--- config.mk ---
export PLATFORM = sky130hd
export DESIGN_NAME = sram_like_responder_flat
export DESIGN_NICKNAME = d
export VERILOG_FILES = /design/src/rtl/sram_like_if.sv /design/src/rtl/sram_like_responder.sv /design/src/flat_wrapper.sv
export SDC_FILE = /design/constraint.sdc
export NUM_CORES = 1
export LEC_CHECK = 0
export ABC_AREA = 1
export BUFFER_PORTS_ARGS = -buffer_cell sky130_fd_sc_hd__clkbuf_2
export CORE_MARGIN = 8
export CORE_UTILIZATION = 54
export DETAILED_ROUTE_END_ITERATION = 8
export PLACE_DENSITY = 0.8
export SYNTH_ARGS = -nofsm -noshare
export SYNTH_HDL_FRONTEND = slang
export SYNTH_SLANG_ARGS = --single-unit
--- constraint.sdc ---
create_clock -name i_clk -period 3 [get_ports i_clk]
set_input_delay 0.45 -clock i_clk [delete_from_list [all_inputs] [get_ports i_clk]]
set_output_delay 0.45 -clock i_clk [all_outputs]
set_load 0.05 [all_outputs]
--- src/rtl/sram_like_if.sv ---
// sram_like_if
//   Bus between an initiator (fetch/memory stage or bench) and a responder.
//   Initiator drives a request; the responder accepts it combinationally with
//   addrok and answers later, in order, with a one-cycle dataok strobe.
//
//   req     initiator -> responder  request valid
//   wr      initiator -> responder  1 = write, 0 = read
//   size    initiator -> responder  0 byte, 1 half, 2 word (wstrb is authoritative)
//   addr    initiator -> responder  byte address
//   wstrb   initiator -> responder  byte write enables (writes only)
//   wdata   initiator -> responder  write data
//   addrok  responder -> initiator  request accepted when req & addrok
//   dataok  responder -> initiator  response strobe, one per accepted request
//   rdata   responder -> initiator  read data, valid with dataok
interface sram_like_if;
    logic        req;
    logic        wr;
    logic [1:0]  size;
    logic [31:0] addr;
    logic [3:0]  wstrb;
    logic [31:0] wdata;
    logic        addrok;
    logic        dataok;
    logic [31:0] rdata;

    modport master (
        output req, wr, size, addr, wstrb, wdata,
        input  addrok, dataok, rdata
    );

    modport slave (
        input  req, wr, size, addr, wstrb, wdata,
        output addrok, dataok, rdata
    );
endinterface

--- src/rtl/sram_like_responder.sv ---
// sram_like_responder
//   Responder end of the sram-like bus. Each accepted request is issued to a
//   synchronous RAM with one cycle of read latency in the accept cycle. The
//   result is captured the following cycle into an in-order response queue,
//   and each queue head is held for DATA_DELAY extra cycles before it is
//   returned with a registered one-cycle dataok.
//
//   Parameters
//     RAM_AW      word-index width of the backing RAM (4*2^RAM_AW bytes)
//     DEPTH       max outstanding requests, power of two, >= 2
//     DATA_DELAY  extra cycles each response waits at the queue head, 0..15
//
//   Ports
//     i_clk         clock, all state on the rising edge
//     i_rst         asynchronous active-high reset
//     bus           sram-like bus, responder side
//     i_addr_stall  test hook, forces addrok low while high
//     o_ram_en      RAM access enable (only in a handshake cycle)
//     o_ram_wen     RAM byte write enables
//     o_ram_addr    RAM word index
//     o_ram_wdata   RAM write data
//     i_ram_rdata   RAM read data, valid the cycle after a read access
module sram_like_responder #(
    parameter int RAM_AW     = 14,
    parameter int DEPTH      = 4,
    parameter int DATA_DELAY = 0
) (
    input  logic              i_clk,
    input  logic              i_rst,
    sram_like_if.slave        bus,
    input  logic              i_addr_stall,
    output logic              o_ram_en,
    output logic [3:0]        o_ram_wen,
    output logic [RAM_AW-1:0] o_ram_addr,
    output logic [31:0]       o_ram_wdata,
    input  logic [31:0]       i_ram_rdata
);

    localparam int            PW       = $clog2(DEPTH);
    localparam int            CW       = $clog2(DEPTH) + 1;
    localparam logic [CW-1:0] LP_DEPTH = CW'(DEPTH);
    localparam logic [3:0]    LP_DELAY = 4'(DATA_DELAY);

    // Outstanding requests: includes the one captured from the RAM this cycle.
    logic [CW-1:0] r_count;
    // Entries actually stored in the queue.
    logic [CW-1:0] r_qn;
    logic [PW-1:0] r_head;
    logic [PW-1:0] r_tail;
    logic [31:0]   r_q_data [DEPTH];

    // Request accepted last cycle whose RAM result is on i_ram_rdata now.
    logic          r_pend_vld;
    logic          r_pend_wr;

    logic [3:0]    r_age;
    logic          r_dataok;
    logic [31:0]   r_rdata;

    logic          w_hs;
    logic          w_q_empty;
    logic          w_head_vld;
    logic [31:0]   w_pend_data;
    logic [31:0]   w_head_data;
    logic          w_retire;
    logic          w_push;
    logic          w_pop;
    logic          w_unused_bits;

    // Ignored address bits and size: the RAM is word addressed and wraps.
    assign w_unused_bits = ^{bus.size, bus.addr[1:0], bus.addr[31:RAM_AW+2]};

    assign w_hs = !i_rst && bus.req && !i_addr_stall && (r_count < LP_DEPTH);

    assign bus.addrok  = w_hs;
    assign bus.dataok  = r_dataok;
    assign bus.rdata   = r_rdata;

    assign o_ram_en    = w_hs;
    assign o_ram_wen   = (w_hs && bus.wr) ? bus.wstrb : 4'h0;
    assign o_ram_addr  = bus.addr[RAM_AW+1:2];
    assign o_ram_wdata = bus.wdata;

    // Write responses carry zero data.
    assign w_pend_data = r_pend_wr ? 32'h0 : i_ram_rdata;

    // With an empty queue the entry arriving from the RAM is already the head,
    // so it can age (and, with no delay, retire) without a trip through the
    // queue storage. That is what makes back-to-back dataok possible.
    assign w_q_empty   = (r_qn == '0);
    assign w_head_vld  = !w_q_empty || r_pend_vld;
    assign w_head_data = w_q_empty ? w_pend_data : r_q_data[r_head];
    assign w_retire    = w_head_vld && (r_age == LP_DELAY);

    assign w_push = r_pend_vld && !(w_q_empty && w_retire);
    assign w_pop  = w_retire && !w_q_empty;

    always_ff @(posedge i_clk or posedge i_rst) begin
        if (i_rst) begin
            r_count    <= '0;
            r_qn       <= '0;
            r_head     <= '0;
            r_tail     <= '0;
            r_pend_vld <= 1'b0;
            r_pend_wr  <= 1'b0;
            r_age      <= '0;
            r_dataok   <= 1'b0;
            r_rdata    <= '0;
        end else begin
            r_pend_vld <= w_hs;
            r_pend_wr  <= bus.wr;

            case ({w_hs, w_retire})
                2'b10:   r_count <= r_count + CW'(1);
                2'b01:   r_count <= r_count - CW'(1);
                default: r_count <= r_count;
            endcase

            case ({w_push, w_pop})
                2'b10:   r_qn <= r_qn + CW'(1);
                2'b01:   r_qn <= r_qn - CW'(1);
                default: r_qn <= r_qn;
            endcase

            if (w_push) begin
                r_tail <= r_tail + PW'(1);
            end
            if (w_pop) begin
                r_head <= r_head + PW'(1);
            end

            // Age restarts for whichever entry becomes head next.
            if (!w_head_vld || w_retire) begin
                r_age <= '0;
            end else begin
                r_age <= r_age + 4'd1;
            end

            r_dataok <= w_retire;
            if (w_retire) begin
                r_rdata <= w_head_data;
            end
        end
    end

    // Queue storage needs no reset; occupancy is tracked by r_qn.
    always_ff @(posedge i_clk) begin
        if (w_push) begin
            r_q_data[r_tail] <= w_pend_data;
        end
    end

endmodule

--- src/flat_wrapper.sv ---
// flat-port wrapper written by rule: the top's interface ports become plain ports
module sram_like_responder_flat 
#(
    parameter int RAM_AW     = 14,
    parameter int DEPTH      = 4,
    parameter int DATA_DELAY = 0
)
  (i_clk, i_rst, i_addr_stall, o_ram_en, o_ram_wen, o_ram_addr, o_ram_wdata, i_ram_rdata, bus_req, bus_wr, bus_size, bus_addr, bus_wstrb, bus_wdata, bus_addrok, bus_dataok, bus_rdata);
  sram_like_if bus_i ();
  input  logic i_clk;
  input  logic i_rst;
  input  logic i_addr_stall;
  output logic o_ram_en;
  output logic [3:0] o_ram_wen;
  output logic [RAM_AW-1:0] o_ram_addr;
  output logic [31:0] o_ram_wdata;
  input  logic [31:0] i_ram_rdata;
  input wire logic [$bits(bus_i.req)-1:0] bus_req;
  input wire logic [$bits(bus_i.wr)-1:0] bus_wr;
  input wire logic [$bits(bus_i.size)-1:0] bus_size;
  input wire logic [$bits(bus_i.addr)-1:0] bus_addr;
  input wire logic [$bits(bus_i.wstrb)-1:0] bus_wstrb;
  input wire logic [$bits(bus_i.wdata)-1:0] bus_wdata;
  output wire logic [$bits(bus_i.addrok)-1:0] bus_addrok;
  output wire logic [$bits(bus_i.dataok)-1:0] bus_dataok;
  output wire logic [$bits(bus_i.rdata)-1:0] bus_rdata;
  assign bus_i.req = bus_req;
  assign bus_i.wr = bus_wr;
  assign bus_i.size = bus_size;
  assign bus_i.addr = bus_addr;
  assign bus_i.wstrb = bus_wstrb;
  assign bus_i.wdata = bus_wdata;
  assign bus_addrok = bus_i.addrok;
  assign bus_dataok = bus_i.dataok;
  assign bus_rdata = bus_i.rdata;
  sram_like_responder #(.RAM_AW(RAM_AW), .DEPTH(DEPTH), .DATA_DELAY(DATA_DELAY)) u_core (.i_clk(i_clk), .i_rst(i_rst), .bus(bus_i), .i_addr_stall(i_addr_stall), .o_ram_en(o_ram_en), .o_ram_wen(o_ram_wen), .o_ram_addr(o_ram_addr), .o_ram_wdata(o_ram_wdata), .i_ram_rdata(i_ram_rdata));
endmodule
# After elaboration in Yosys (flattened, before gate mapping)

Memories as Yosys holds them, arrays and structs flattened.
Index checks and enable logic that the tools add are counted.

Output and inout bits: 85
Latch bits: 0
Bits in registers: 49
Logic and storage cells: 49
Bits of input ports: 107
Memories kept: 1
ROM bits: 0
Bits in writable memories: 128

Memories:

| memory          | words | width | rd ports | clocked after Yosys merged registers in | write ports | RTL line                  | source |
|---|---|---|---|---|---|---|---|
| u_core.r_q_data | 4     | 32    | 1        | 0                                       | 1           | sram_like_responder.sv:50 | `logic [31:0] r_q_data [DEPTH];` |

Eq/ne operators: 4
Divide/modulo/power cells: 0
Multipliers: 0
Magnitude comparators: 1
Add/sub/neg operators: 7
Muxes and demuxes: 8
Reduce and logical (&&, ||, !) cells: 19
Shift operators: 0
Bitwise gates (word level): 0

Operators with widths:

| kind                  | number |
|---|---|
| $mux W32              | 2 |
| $pmux W3 S2           | 2 |
| $logic_and A1 B1 Y1   | 8 |
| $mux W4               | 2 |
| $add A3 B1 Y3 const B | 2 |
| $sub A3 B1 Y3 const B | 2 |
| $logic_not A1 Y1      | 5 |
| $add A2 B1 Y2 const B | 2 |
| $add A4 B1 Y4 const B | 1 |
| $eq A2 B1 Y1 const B  | 2 |
| $eq A2 B2 Y1 const B  | 2 |
| $logic_not A4 Y1      | 1 |
| $reduce_bool A2 Y1    | 2 |
| $logic_not A3 Y1      | 1 |
| $lt A3 B3 Y1 const B  | 1 |
| $logic_or A1 B1 Y1    | 2 |
| $mux W1               | 2 |

# Logic depth before layout (Yosys ltp)

Depth after elaboration: 9
Gate-level depth with buffers: 13
Depth with buffers taken out: 12

# Worst setup path before layout

OpenSTA, ideal clock, no wires.

Kind: register to register
Start: reg u_core.r_age[0]
End: mem u_core.r_q_data[0][0] (enable)
Arrival: 2189 ps
Cell stages (with the launch flop): 6
Slack: 390 ps
Setup time: 421 ps
Clock period less this slack: 2610 ps
Data required time: 2579 ps
Buffers on the path: 0
Path through: dfrtp_1 > inv_1 > ha_1 > nand2_1 > o21ai_2 > nor2_1

Cells in the longest elaborated chain, start to end: 7

RTL lines:

| what                          | RTL line                   | source |
|---|---|---|
| from (decl)                   | sram_like_responder.sv:56  | `logic [3:0] r_age;` |
| from (signal assigned)        | sram_like_responder.sv:136 | `r_age <= r_age + 4'd1;` |
| $logic_not A4 Y1              | sram_like_responder.sv:93  | `assign w_retire = w_head_vld && (r_age == LP_DELAY);` |
| $logic_and A1 B1 Y1           | sram_like_responder.sv:93  |  |
| $logic_and A1 B1 Y1           | sram_like_responder.sv:95  | `assign w_push = r_pend_vld && !(w_q_empty && w_retire);` |
| $logic_not A1 Y1              | sram_like_responder.sv:95  |  |
| $logic_and A1 B1 Y1           | sram_like_responder.sv:95  |  |
| $mux W1                       | sram_like_responder.sv:148 | `if (w_push) begin` |
| $mux W1 (implied by the code) | sram_like_responder.sv:149 | `r_q_data[r_tail] <= w_pend_data;` |
| to (decl)                     | sram_like_responder.sv:50  |  |

No other way between the ends.

# Final worst setup path

Start: reg u_core.r_age[0]
End: reg u_core.r_qn[2]

Cells in the longest elaborated chain, start to end: 7
Elaborated cells on any way between the ends: 10
Those cells by class: 2 x eq/ne; 1 x mux; 7 x reduce/logical

RTL lines:

| what                                              | RTL line                   | source |
|---|---|---|
| $logic_not A4 Y1 (*)                              | sram_like_responder.sv:93  |  |
| $logic_and A1 B1 Y1 (*)                           | sram_like_responder.sv:93  |  |
| $logic_and A1 B1 Y1                               | sram_like_responder.sv:95  |  |
| $logic_not A1 Y1                                  | sram_like_responder.sv:95  |  |
| $logic_and A1 B1 Y1                               | sram_like_responder.sv:95  |  |
| $eq A2 B1 Y1 or $eq A2 B2 Y1 (tied branches)      | sram_like_responder.sv:119 | `case ({w_push, w_pop})` |
| $pmux W3 S2 or $reduce_bool A2 Y1 (tied branches) | n/a                        |  |
| to (signal assigned)                              | sram_like_responder.sv:120 | `2'b10: r_qn <= r_qn + CW'(1);` |
| to (signal assigned)                              | sram_like_responder.sv:121 | `2'b01: r_qn <= r_qn - CW'(1);` |
| to (signal assigned)                              | sram_like_responder.sv:122 | `default: r_qn <= r_qn;` |
| to (decl)                                         | sram_like_responder.sv:47  | `logic [CW-1:0] r_qn;` |

Every way passes the cells marked *; elsewhere a longest branch is shown, timed or not.
A chain may end at the register's enable or synchronous reset.

==> implementation parameters <==
Parameter                              Value

Logic synthesis
  Top flip-flop cell by instance count after synthesis ... sky130_fd_sc_hd__edfxtp_1
  Netlist cell types ... 28
  Post-synthesis simple-gate area fraction ... 22.3%
  Async set-reset flop share out of synthesis ... 27.7%
  YS warnings ... 0
  Instance count of the mapped netlist ... 901
  Synthesized Nets ... 1018
  Combinational family with the most area after synthesis ... simple AND/OR/NAND/NOR gates
  Fraction of the mapped netlist area in adder cells ... 1.65%
  Count of state elements after synthesis ... 177
  EDFF count, synth ... 128
  Fraction of the mapped netlist area in compound gates ... 0.398%
  Average size of a mapped cell ... 9.41 um2
  Synthesized area ... 0.00848 mm2
  Post-Synth XOR/XNOR Area ... 0.723%
  Mux cell area share after synthesis ... 0%
  Sequential share of the synthesized area ... 59.8%

Power and ir drop
  Power density normalized to cell area ... 509 mW/mm2
  Switching power ... 927 uW
  Maximum ir drop on the vdd rail ... 0.405 mV
  Design Power ... 4.70 mW
  Relative contribution of sequential cells to total power ... 56.0%
  Switching power as a share of total power ... 19.7%
  Combinational fraction of design power ... 2.0%
  Leakage component of the power ... 4.30 nW
  Internal power ... 3.77 mW
  Fraction of power consumed by the clock network ... 42.0%

Cells and area
  Layout fillers ... 1294
  Multi-input logic area ... 0.00215 mm2
  Number of diodes added for antenna fixing ... 0
  Number of cells in the finished layout apart from fillers ... 1154
  Utilization after layout ... 59.2%
  Share of final-layout standard cells stronger than drive strength 1 ... 15.7%
  Area overhead of the layout relative to synthesis ... 8.88%
  Count of nets after finishing ... 1043
  Commonest cells after routing, fill and taps aside ... sky130_fd_sc_hd__nand2_1, sky130_fd_sc_hd__inv_1, sky130_fd_sc_hd__edfxtp_1, sky130_fd_sc_hd__nand3_1, sky130_fd_sc_hd__clkbuf_2
  Combined flip-flop and latch cell area ... 0.00507 mm2
  Post-Layout Inst Area ... 0.00923 mm2
  Most common cell after layout, fill and taps aside ... sky130_fd_sc_hd__nand2_1

GRT
  Via count of the first global-routing pass ... 5784
  Largest net degree at the start of global routing ... 66
  GRT Total Usage ... 18.8%
  Total global routing overflow ... 0
  Global-route wire length before repair ... 29100 um
  Antenna violations before repair ... 0

STA
  RSZ-0062 raised after global routing ... false
  Setup violators final ... 0
  Setup TNS ... 0 ns
  Worst Clk Skew ... 0.00890 ns
  Min cycle time layout ... 2.57 ns
  Slack of the critical path ... 0.433 ns
  Max-slew violation total from the final report ... 0
  Final clock period utilization by the worst path ... 85.6%
  Peak clock frequency supported by timing ... 0.390 GHz
  Worst slew pin tran ... 1.12 ns
  Tightest hold margin ... 0.165 ns
  Slew margin rel. ... 25.2%
  Hold violation count in the final report ... 0

Routing
  Average routed wire per standard cell ... 15.6 um
  Post-DRT Antenna Nets ... 0
  Number of design rule violations left after detail routing ... 0
  Detailed-routing iteration count for the pre-antenna-repair pass ... 6
  Via/cell ratio ... 5.06
  Starting DRT DRC Count ... 477
  Routed via count ... 5842
  Sum of routed wire length over all layers ... 18000 um

Clock tree
  TritonCTS clock tree ... yes
  Sink count of the clock tree ... 177
  H-tree levels ... 4
  Number of buffers between clock root and the deepest sink ... 2
  Clock root buffer ... sky130_fd_sc_hd__clkbuf_16
  Worst skew pair latency ... 0.43 ns
  Hold buffer count at cts ... 1
  Number of buffers created by CTS ... 17
  CTS clock-pin slew for the worst setup and hold paths ... 0.06 ns
  Resize count post-CTS ... 0
  Post-CTS Setup Inserts ... 0

Place
  Cell count after placement ... 1122
  Routability congestion estimate ... 0.785
  Placement Setup Slack ... 0.462 ns
  Dpl hpwl ... 10800 um
  Placed inst area ... 0.00870 mm2
  Count of buffers from port buffering ... 79

Floorplanning
  Width of the die ... 141 um
  Die Area ... 0.0200 mm2
  Core Box Area ... 0.0156 mm2
  Die Y ... 141 um
  Starting utilization of the core area ... 54.4%
  Top-level I/O count ... 192
  Count of standard-cell rows ... 46

Run
  MaxCap Viol Count ... 0

Hold path
  Type of the most critical hold path ... input port to register

Critical path
  Required time at the worst-slack endpoint ... 3.35 ns
  Kind of critical path ... register to register
  CP startpoint kind ... register
  Type of element capturing the critical path ... register
  Critical path arrival ... 2.92 ns
  Worst Path Max Fanout ... 7

Outcome
  Run status ... finished, final reports clean
==> cell usage after synthesis, drive strengths merged, types with 2 or more instances <==
| cell type | n | area (um2) |
|---|---|---|
| nand3 | 102 | 510 |
| nand2 | 240 | 941 |
| dfrtp | 49 | 1230 |
| edfxtp | 128 | 3840 |
| xor2 | 4 | 35.0 |
| or2 | 2 | 12.5 |
| xnor2 | 3 | 26.3 |
| a21oi | 2 | 10.0 |
| nand4 | 32 | 200 |
| ha | 8 | 100 |
| nor2 | 48 | 204 |
| buf | 80 | 546 |
| clkbuf | 7 | 26.3 |
| fa | 2 | 40.0 |
| o21ai | 4 | 23.8 |
| inv | 188 | 708 |
==> registers in the layout (all words and copies together) (netlist names) <==
| register | cells |
|---|---|
| u_core.bus.dataok | 1 |
| u_core.bus.rdata | 32 |
| u_core.r_age | 4 |
| u_core.r_count | 3 |
| u_core.r_head | 2 |
| u_core.r_pend_vld | 1 |
| u_core.r_pend_wr | 1 |
| u_core.r_q_data | 128 |
| u_core.r_qn | 3 |
| u_core.r_tail | 2 |
==> cell type report <==
type                       instances  area share [%]
clock buffer                      25            5.26
clock inverter                     6           0.366
inverter                         189            7.73
multi-input combinational        448            23.3
sequential                       177            54.9
tap                              216            2.93
timing repair buffer              93            5.45
==> critical path: stages (launching register included) <==
cell	delay [ns]
sky130_fd_sc_hd__dfrtp_1	0.41
sky130_fd_sc_hd__inv_1	0.07
sky130_fd_sc_hd__ha_1	0.19
sky130_fd_sc_hd__nand2_1	0.09
sky130_fd_sc_hd__o21ai_2	0.49
sky130_fd_sc_hd__ha_1	0.25
sky130_fd_sc_hd__inv_1	0.07
sky130_fd_sc_hd__fa_1	0.38
sky130_fd_sc_hd__or2_2	0.31
sky130_fd_sc_hd__nand2_1	0.09
sky130_fd_sc_hd__xor2_1	0.14
==> cells by family (layout without fill, tap and decap cells) <==
family | after synthesis | in the layout
xor+xnor | 7 | 7
simple gates | 425 | 425
flops | 177 | 177
buf+inv | 276 | 313
compound gates | 6 | 6
fa+ha+maj | 10 | 10
==> power by group through the flow <==
stage          Sequential [mW]  Clock (mW)  Combinational (mW)
2_1_floorplan             2.68           0               0.212
3_3_place_gp              2.68           0              0.0890
3_5_place_dp              2.68           0              0.0921
4_1_cts                   2.63        1.99              0.0934
5_1_grt                   2.63        2.09               0.106
6_report                  2.63        1.97              0.0925
==> final timing paths <==
path                                            end         startpoint  cells after the start  slack [ns]
worst max register to register       u_core.r_qn[2]    u_core.r_age[0]                     10        0.43
max in group asynchronous       u_core.bus.rdata[6]              i_rst                      4        1.78
worst max-delay path                 u_core.r_qn[2]    u_core.r_age[0]                     10        0.43
worst min register to register    u_core.r_count[0]  u_core.r_count[0]                      1        0.46
min in group asynchronous         u_core.bus.dataok              i_rst                      3        0.55
worst min-delay path               u_core.r_pend_wr             bus_wr                      1        0.16
==> per-layer routing <==
| metal | up-vias | global-route usage, % | wire length (um) |
|---|---|---|---|
| li1 | 2814 | - | - |
| met1 | 2741 | 23.9 | 7710 |
| met2 | 225 | 30.3 | 8680 |
| met3 | 62 | 3.90 | 1170 |
| met4 | 0 | 9.22 | 486 |
| met5 | - | 0 | 0 |
(Power assumes the default switching activity.)
